## config.mk

```make
export PLATFORM = sky130hd
export DESIGN_NAME = uart_rx_deserializer_flat
export DESIGN_NICKNAME = d
export VERILOG_FILES = /design/src/rtl/uart_rx_deserializer_if.sv /design/src/rtl/uart_rx_deserializer.sv /design/src/flat_wrapper.sv
export SDC_FILE = /design/constraint.sdc
export NUM_CORES = 1
export LEC_CHECK = 0
export ABC_AREA = 0
export ABC_CLOCK_PERIOD_IN_PS = 1910
export CAP_MARGIN = 20
export CORE_UTILIZATION = 52
export DETAILED_ROUTE_END_ITERATION = 10
export HOLD_SLACK_MARGIN = 0.08
export PLACE_DENSITY_LB_ADDON = 0.3
export SYNTH_ARGS = -nofsm -noshare
export SYNTH_HDL_FRONTEND = slang
export SYNTH_SLANG_ARGS = --single-unit
export TNS_END_PERCENT = 1
```

## constraint.sdc

```tcl
create_clock -name clk_based_on_prescale -period 1.91 [get_ports clk_based_on_prescale]
set_clock_uncertainty 0.15 [all_clocks]
set_input_delay 0.191 -clock clk_based_on_prescale [delete_from_list [all_inputs] [get_ports clk_based_on_prescale]]
set_output_delay 0.191 -clock clk_based_on_prescale [all_outputs]
set_load 0.03 [all_outputs]
```

## src/rtl/uart_rx_deserializer_if.sv

```systemverilog
// uart_rx_deserializer_if
//   Bundles the sampler-facing bit stream, the frame configuration and the
//   received-frame results of the UART RX deserializer.
//   master : sampler/host side (drives bits + config, observes results)
//   slave  : deserializer side (consumes bits + config, drives results)
//   Signals:
//     sampled_data, sampled_data_valid  majority-voted bit and its strobe
//     parity_enable, parity_type        frame configuration (0 even, 1 odd)
//     P_DATA, data_valid                received word and its update pulse
//     parity_error, stop_error          per-frame error pulses
//     start_glitch                      start sample read 1 in IDLE
//     busy                              frame in progress
interface uart_rx_deserializer_if #(
  parameter int unsigned DATA_WIDTH = 8
);
  logic                  sampled_data;
  logic                  sampled_data_valid;
  logic                  parity_enable;
  logic                  parity_type;
  logic [DATA_WIDTH-1:0] P_DATA;
  logic                  data_valid;
  logic                  parity_error;
  logic                  stop_error;
  logic                  start_glitch;
  logic                  busy;

  modport master (
    output sampled_data, sampled_data_valid, parity_enable, parity_type,
    input  P_DATA, data_valid, parity_error, stop_error, start_glitch, busy
  );

  modport slave (
    input  sampled_data, sampled_data_valid, parity_enable, parity_type,
    output P_DATA, data_valid, parity_error, stop_error, start_glitch, busy
  );
endinterface

```

## src/rtl/uart_rx_deserializer.sv

```systemverilog
// uart_rx_deserializer
//   Frame FSM behind the UART RX sampler. Each strobed bit advances the
//   frame: start, DATA_WIDTH data bits LSB-first, optional parity, stop.
//   Good frames update P_DATA with a one-cycle data_valid pulse; errors
//   pulse parity_error / stop_error, and a 1 seen as start pulses
//   start_glitch. All pulses appear one clock after the causing strobe.
//   Ports:
//     clk_based_on_prescale  oversampled RX clock
//     rst_n                  asynchronous active-low reset
//     rx_if                  uart_rx_deserializer_if.slave (bits, config, results)
module uart_rx_deserializer #(
  parameter int unsigned DATA_WIDTH = 8
) (
  input  logic                    clk_based_on_prescale,
  input  logic                    rst_n,
  uart_rx_deserializer_if.slave   rx_if
);

  localparam int unsigned CW = $clog2(DATA_WIDTH + 1);
  localparam logic [CW-1:0] LAST_BIT = CW'(DATA_WIDTH - 1);

  typedef enum logic [1:0] {S_IDLE, S_DATA, S_PARITY, S_STOP} state_t;

  state_t                r_state;
  state_t                w_next;
  logic [DATA_WIDTH-1:0] r_shreg;
  logic [DATA_WIDTH-1:0] w_shreg_shift;
  logic [CW-1:0]         r_bit_cnt;
  logic                  r_par_en;
  logic                  r_par_type;
  logic                  r_par_err;
  logic [DATA_WIDTH-1:0] r_p_data;
  logic                  r_data_valid;
  logic                  r_parity_error;
  logic                  r_stop_error;
  logic                  r_start_glitch;
  logic                  w_busy;
  logic                  w_dv_d;
  logic                  w_perr_d;
  logic                  w_serr_d;
  logic                  w_glitch_d;

  // A 1-bit word has nothing to keep from the old contents.
  if (DATA_WIDTH == 1) begin : g_shift_w1
    assign w_shreg_shift = rx_if.sampled_data;
  end else begin : g_shift_wn
    assign w_shreg_shift = {rx_if.sampled_data, r_shreg[DATA_WIDTH-1:1]};
  end

  // State register
  always_ff @(posedge clk_based_on_prescale or negedge rst_n) begin
    if (!rst_n) r_state <= S_IDLE;
    else        r_state <= w_next;
  end

  // Next-state logic: only a strobe can move the FSM
  always_comb begin
    w_next = r_state;
    if (rx_if.sampled_data_valid) begin
      unique case (r_state)
        S_IDLE:   if (!rx_if.sampled_data) w_next = S_DATA;
        S_DATA:   if (r_bit_cnt == LAST_BIT) w_next = r_par_en ? S_PARITY : S_STOP;
        S_PARITY: w_next = S_STOP;
        S_STOP:   w_next = S_IDLE;
        default:  w_next = S_IDLE;
      endcase
    end
  end

  // Output logic: busy plus the values the pulse registers capture
  always_comb begin
    w_busy     = (r_state != S_IDLE);
    w_glitch_d = 1'b0;
    w_serr_d   = 1'b0;
    w_perr_d   = 1'b0;
    w_dv_d     = 1'b0;
    if (rx_if.sampled_data_valid) begin
      if (r_state == S_IDLE) w_glitch_d = rx_if.sampled_data;
      if (r_state == S_STOP) begin
        w_serr_d = !rx_if.sampled_data;
        w_perr_d = r_par_en && r_par_err;
        w_dv_d   = rx_if.sampled_data && !(r_par_en && r_par_err);
      end
    end
  end

  // Datapath and registered pulses
  always_ff @(posedge clk_based_on_prescale or negedge rst_n) begin
    if (!rst_n) begin
      r_shreg        <= '0;
      r_bit_cnt      <= '0;
      r_par_en       <= 1'b0;
      r_par_type     <= 1'b0;
      r_par_err      <= 1'b0;
      r_p_data       <= '0;
      r_data_valid   <= 1'b0;
      r_parity_error <= 1'b0;
      r_stop_error   <= 1'b0;
      r_start_glitch <= 1'b0;
    end else begin
      r_data_valid   <= w_dv_d;
      r_parity_error <= w_perr_d;
      r_stop_error   <= w_serr_d;
      r_start_glitch <= w_glitch_d;
      if (rx_if.sampled_data_valid) begin
        unique case (r_state)
          S_IDLE: begin
            if (!rx_if.sampled_data) begin
              r_par_en   <= rx_if.parity_enable;
              r_par_type <= rx_if.parity_type;
              r_bit_cnt  <= '0;
              r_par_err  <= 1'b0;
            end
          end
          S_DATA: begin
            r_shreg   <= w_shreg_shift;
            r_bit_cnt <= r_bit_cnt + CW'(1);
          end
          S_PARITY: r_par_err <= (rx_if.sampled_data != ((^r_shreg) ^ r_par_type));
          S_STOP:   if (w_dv_d) r_p_data <= r_shreg;
          default: ;
        endcase
      end
    end
  end

  assign rx_if.P_DATA       = r_p_data;
  assign rx_if.data_valid   = r_data_valid;
  assign rx_if.parity_error = r_parity_error;
  assign rx_if.stop_error   = r_stop_error;
  assign rx_if.start_glitch = r_start_glitch;
  assign rx_if.busy         = w_busy;

endmodule

```

## src/flat_wrapper.sv

```systemverilog
// flat-port wrapper written by rule: the top's interface ports become plain ports
module uart_rx_deserializer_flat 
#(
  parameter int unsigned DATA_WIDTH = 8
)
  (clk_based_on_prescale, rst_n, rx_if_sampled_data, rx_if_sampled_data_valid, rx_if_parity_enable, rx_if_parity_type, rx_if_P_DATA, rx_if_data_valid, rx_if_parity_error, rx_if_stop_error, rx_if_start_glitch, rx_if_busy);
  uart_rx_deserializer_if #(.DATA_WIDTH(DATA_WIDTH)) rx_if_i ();
  input  logic clk_based_on_prescale;
  input  logic rst_n;
  input wire logic [$bits(rx_if_i.sampled_data)-1:0] rx_if_sampled_data;
  input wire logic [$bits(rx_if_i.sampled_data_valid)-1:0] rx_if_sampled_data_valid;
  input wire logic [$bits(rx_if_i.parity_enable)-1:0] rx_if_parity_enable;
  input wire logic [$bits(rx_if_i.parity_type)-1:0] rx_if_parity_type;
  output wire logic [$bits(rx_if_i.P_DATA)-1:0] rx_if_P_DATA;
  output wire logic [$bits(rx_if_i.data_valid)-1:0] rx_if_data_valid;
  output wire logic [$bits(rx_if_i.parity_error)-1:0] rx_if_parity_error;
  output wire logic [$bits(rx_if_i.stop_error)-1:0] rx_if_stop_error;
  output wire logic [$bits(rx_if_i.start_glitch)-1:0] rx_if_start_glitch;
  output wire logic [$bits(rx_if_i.busy)-1:0] rx_if_busy;
  assign rx_if_i.sampled_data = rx_if_sampled_data;
  assign rx_if_i.sampled_data_valid = rx_if_sampled_data_valid;
  assign rx_if_i.parity_enable = rx_if_parity_enable;
  assign rx_if_i.parity_type = rx_if_parity_type;
  assign rx_if_P_DATA = rx_if_i.P_DATA;
  assign rx_if_data_valid = rx_if_i.data_valid;
  assign rx_if_parity_error = rx_if_i.parity_error;
  assign rx_if_stop_error = rx_if_i.stop_error;
  assign rx_if_start_glitch = rx_if_i.start_glitch;
  assign rx_if_busy = rx_if_i.busy;
  uart_rx_deserializer #(.DATA_WIDTH(DATA_WIDTH)) u_core (.clk_based_on_prescale(clk_based_on_prescale), .rst_n(rst_n), .rx_if(rx_if_i));
endmodule
```

==> impl_metrics.yaml <==
synth:
  synth-seq-cells: 29
  synth_top_family_by_area: "multiplexers"
  yosysSeqAreaShare: 0.557
  synthAdderAreaFrac: 0.0480
  ys_async_sr_fraction: 1.00
  synthesis.area_sq_um: 1300
  ys_warn_count: 0
  yosys_most_used_dff: "dfrtp_1"
  synthSimpleGateAreaFrac: 0.0710
  yosysMostFrequentCell: "dfrtp_1"
  synthCells: 101
  ys_top_cells_by_count: "dfrtp_1, mux2_2, nand2_1"
  yosysTopAreaCell: "dfrtp_1"
  synth-xor-area-share: 0.0643
  syn_avg_cell_area_sq_um: 12.9
  synth_edf_count: 0
  synthMuxAreaShare: 0.163
  synth_compound_area_frac: 0.0777
  synth_nets: 112
  ys_types: 28
  synth.top_cell.area_share: 0.557
  synthTopCellsByArea: "dfrtp_1, mux2_2, ha_1"
drt:
  drc_errors: 0
  first_pass_iters: 4
  wire_per_inst_um: 14.2
  drt_iter0_drc: 10
  via_count: 848
  postRouteWirelength_um: 2240
  drtAntennaViolNets: 0
  via_per_inst: 5.37
finish:
  insertedDiodeCount: 0
  fin_nets: 140
  area_growth_pct: 23.0
  layout-drive-gt1-share: 0.262
worst_setup_path:
  r2r-end: "u_core.r_state[0]$_DFFE_PN0P_"
  required_ps: 1570
  worstSetupPathType: "flop to primary output"
  reg2reg_from: "u_core.r_state[0]$_DFFE_PN0P_"
  start_kind: "flop"
  crit_top_cell: "inv_1"
  r2r_cells: 6
  cp_max_fo: 8
  path_buf_inv: 3
  arrival_ps: 1470
  crit_path_top_delay_cell: "dfrtp_1"
  r2r_slack_ps: 190
  endpoint_kind: "primary output"
  cpPeakStageDelay_ps: 420
  crit_family: "buffers and inverters"
  crit_chain: "inv_1 -> ha_2 -> inv_1 -> clkdlybuf4s15_2"
floorplan:
  die_y_um: 52.1
  initial_utilization: 0.568
  num_rows: 17
  core_sq_um: 2300
  dieArea_sq_um: 2710
  die_w_um: 52.1
  pin_count: 19
timing:
  holdWs_ps: 98.4
  slew_headroom: 0.732
  hold_viol_final: 0
  worst_pin_slew_ps: 398
  slew_violations: 0
  fin_crit_ps: 1810
  fin_crit_sh: 0.946
  tns_ps: 0
  setup_viol: 0
  rsz0062_at_grt: "no"
  max_freq_mhz: 553
cts:
  cts-root-buf: "clkbuf_4"
  cts_buffer_depth: 2
  numClockSinks: 29
  cts_made_buffers: 5
  cts_htree_levels: 2
  clk_pin_slew_worst_paths_ps: 80
  clk_latency_ps: 310
  tritoncts: "yes"
  cts_setup_buffers: 0
grt:
  grt-ovfl-total: 0
  grt_pass1_wl_um: 3830
  grt_use_total: 0.206
  grt_pass1_vias: 802
  gr-usage-met1: 0.270
  met3_usage: 0.0702
  met2_usage: 0.295
  antenna_found_initial: 0
  grt.busiest_layer: "met2"
  grt_max_degree: 30
power_and_ir_drop:
  ir_drop_mv: 1.26
  power_uw: 2810
  p_per_area_nw_per_um2: 1750
  p_leak_uw: 0.000723
flow_run:
  cap_violations: 0
place:
  dpl.hpwl_um: 1690
  routabilityCongestion: 0.831
  portBuffers: 18
run_status:
  run_status: "completed"
min_path:
  hold_class: "input pin to async pin"
cells in the final DEF (no fill, tap or decap), types with 2 or more instances in the layout:
cell,Yosys,routed
dfrtp_1,29,29
ha_1,5,4
clkbuf_4,0,5
nand2_1,8,7
mux2_2,18,18
o21ai_0,4,4
inv_1,4,4
nor2_1,3,3
xnor2_1,6,6
buf_4,0,5
clkinv_2,0,2
a21oi_1,2,2
nand3_1,2,2
clkdlybuf4s50_1,0,17
nand3b_1,2,2
cells by family (layout without fill, tap and decap cells):
family,after synthesis,after routing
AO/OA/AOI/OAI,15,15
AND/OR/NAND/NOR,19,19
multiplexers,19,19
adder cells (fa/ha/maj),5,5
flip-flops,29,29
buffers and inverters,6,35
XOR/XNOR,8,8
report_power, final:
| group | leakage (uW) | switching [uW] | internal (uW) |
|---|---|---|---|
| combinational | 0.000330 | 645 | 730 |
| clock | 0.0000320 | 194 | 140 |
| sequential | 0.000361 | 222 | 880 |
flip-flops by register name, indices dropped and copies added (netlist names):
name and cells:
u_core.r_par_err 1, u_core.rx_if.parity_error 1, u_core.r_par_en 1, u_core.rx_if.stop_error 1, u_core.r_state 2, u_core.r_par_type 1
u_core.rx_if.start_glitch 1, u_core.r_shreg 8, u_core.r_bit_cnt 4, u_core.rx_if.data_valid 1, u_core.rx_if.P_DATA 8
layer usage:
layer  share of wire  wire, um
met5               0         0
met4           0.024        53
met3           0.038        86
met2            0.47      1050
met1            0.47      1050
layout make-up:
cell class                      instances  area [sq um]
Multi-Input combinational cell         66           558
Fill cell                             177           693
Timing Repair Buffer                   23           219
Tap cell                               28          35.0
Clock buffer                            6          41.3
Clock inverter                          2          10.0
Inverter                                4          15.0
Sequential cell                        29           726
worst reg2reg max path, stage by stage (launching register included):
cell and delay [ps]:
dfrtp_1 410, inv_1 90, ha_2 230, a21bo_2 230
a21oi_1 220, o21ai_0 140, a22oi_1 150
timing repair:
action / 4_1_cts / 5_1_grt
endpoints found under the setup margin: 1 / 3
hold buffers: 0 / 0
resized for setup: 3 / 2
through the flow:
step	cell area, sq um	instances	setup WS [ps]	util
2_1_floorplan	1300	101	303	-
3_3_place_gp	1550	150	103	0.673
3_5_place_dp	1550	150	33.9	0.673
4_1_cts	1600	158	37.8	0.696
5_1_grt	1600	158	0.857	0.698
6_report	1600	158	103	0.698
how the worst max path moves through the flow:
stage	start	to	depth (start not counted)	slack, ps
2_1_floorplan	u_core.r_state[0]$_DFFE_PN0P_	u_core.r_bit_cnt[1]$_DFFE_PN0P_	5	300
3_3_place_gp	u_core.r_state[0]$_DFFE_PN0P_	rx_if_busy	4	100
3_5_place_dp	u_core.r_state[0]$_DFFE_PN0P_	rx_if_busy	4	30
4_1_cts	u_core.r_state[0]$_DFFE_PN0P_	rx_if_busy	4	40
5_1_grt	u_core.r_state[0]$_DFFE_PN0P_	rx_if_busy	4	0.9
6_report	u_core.r_state[0]$_DFFE_PN0P_	rx_if_busy	4	100
No activity file was read; power rests on OpenSTA's default activity.
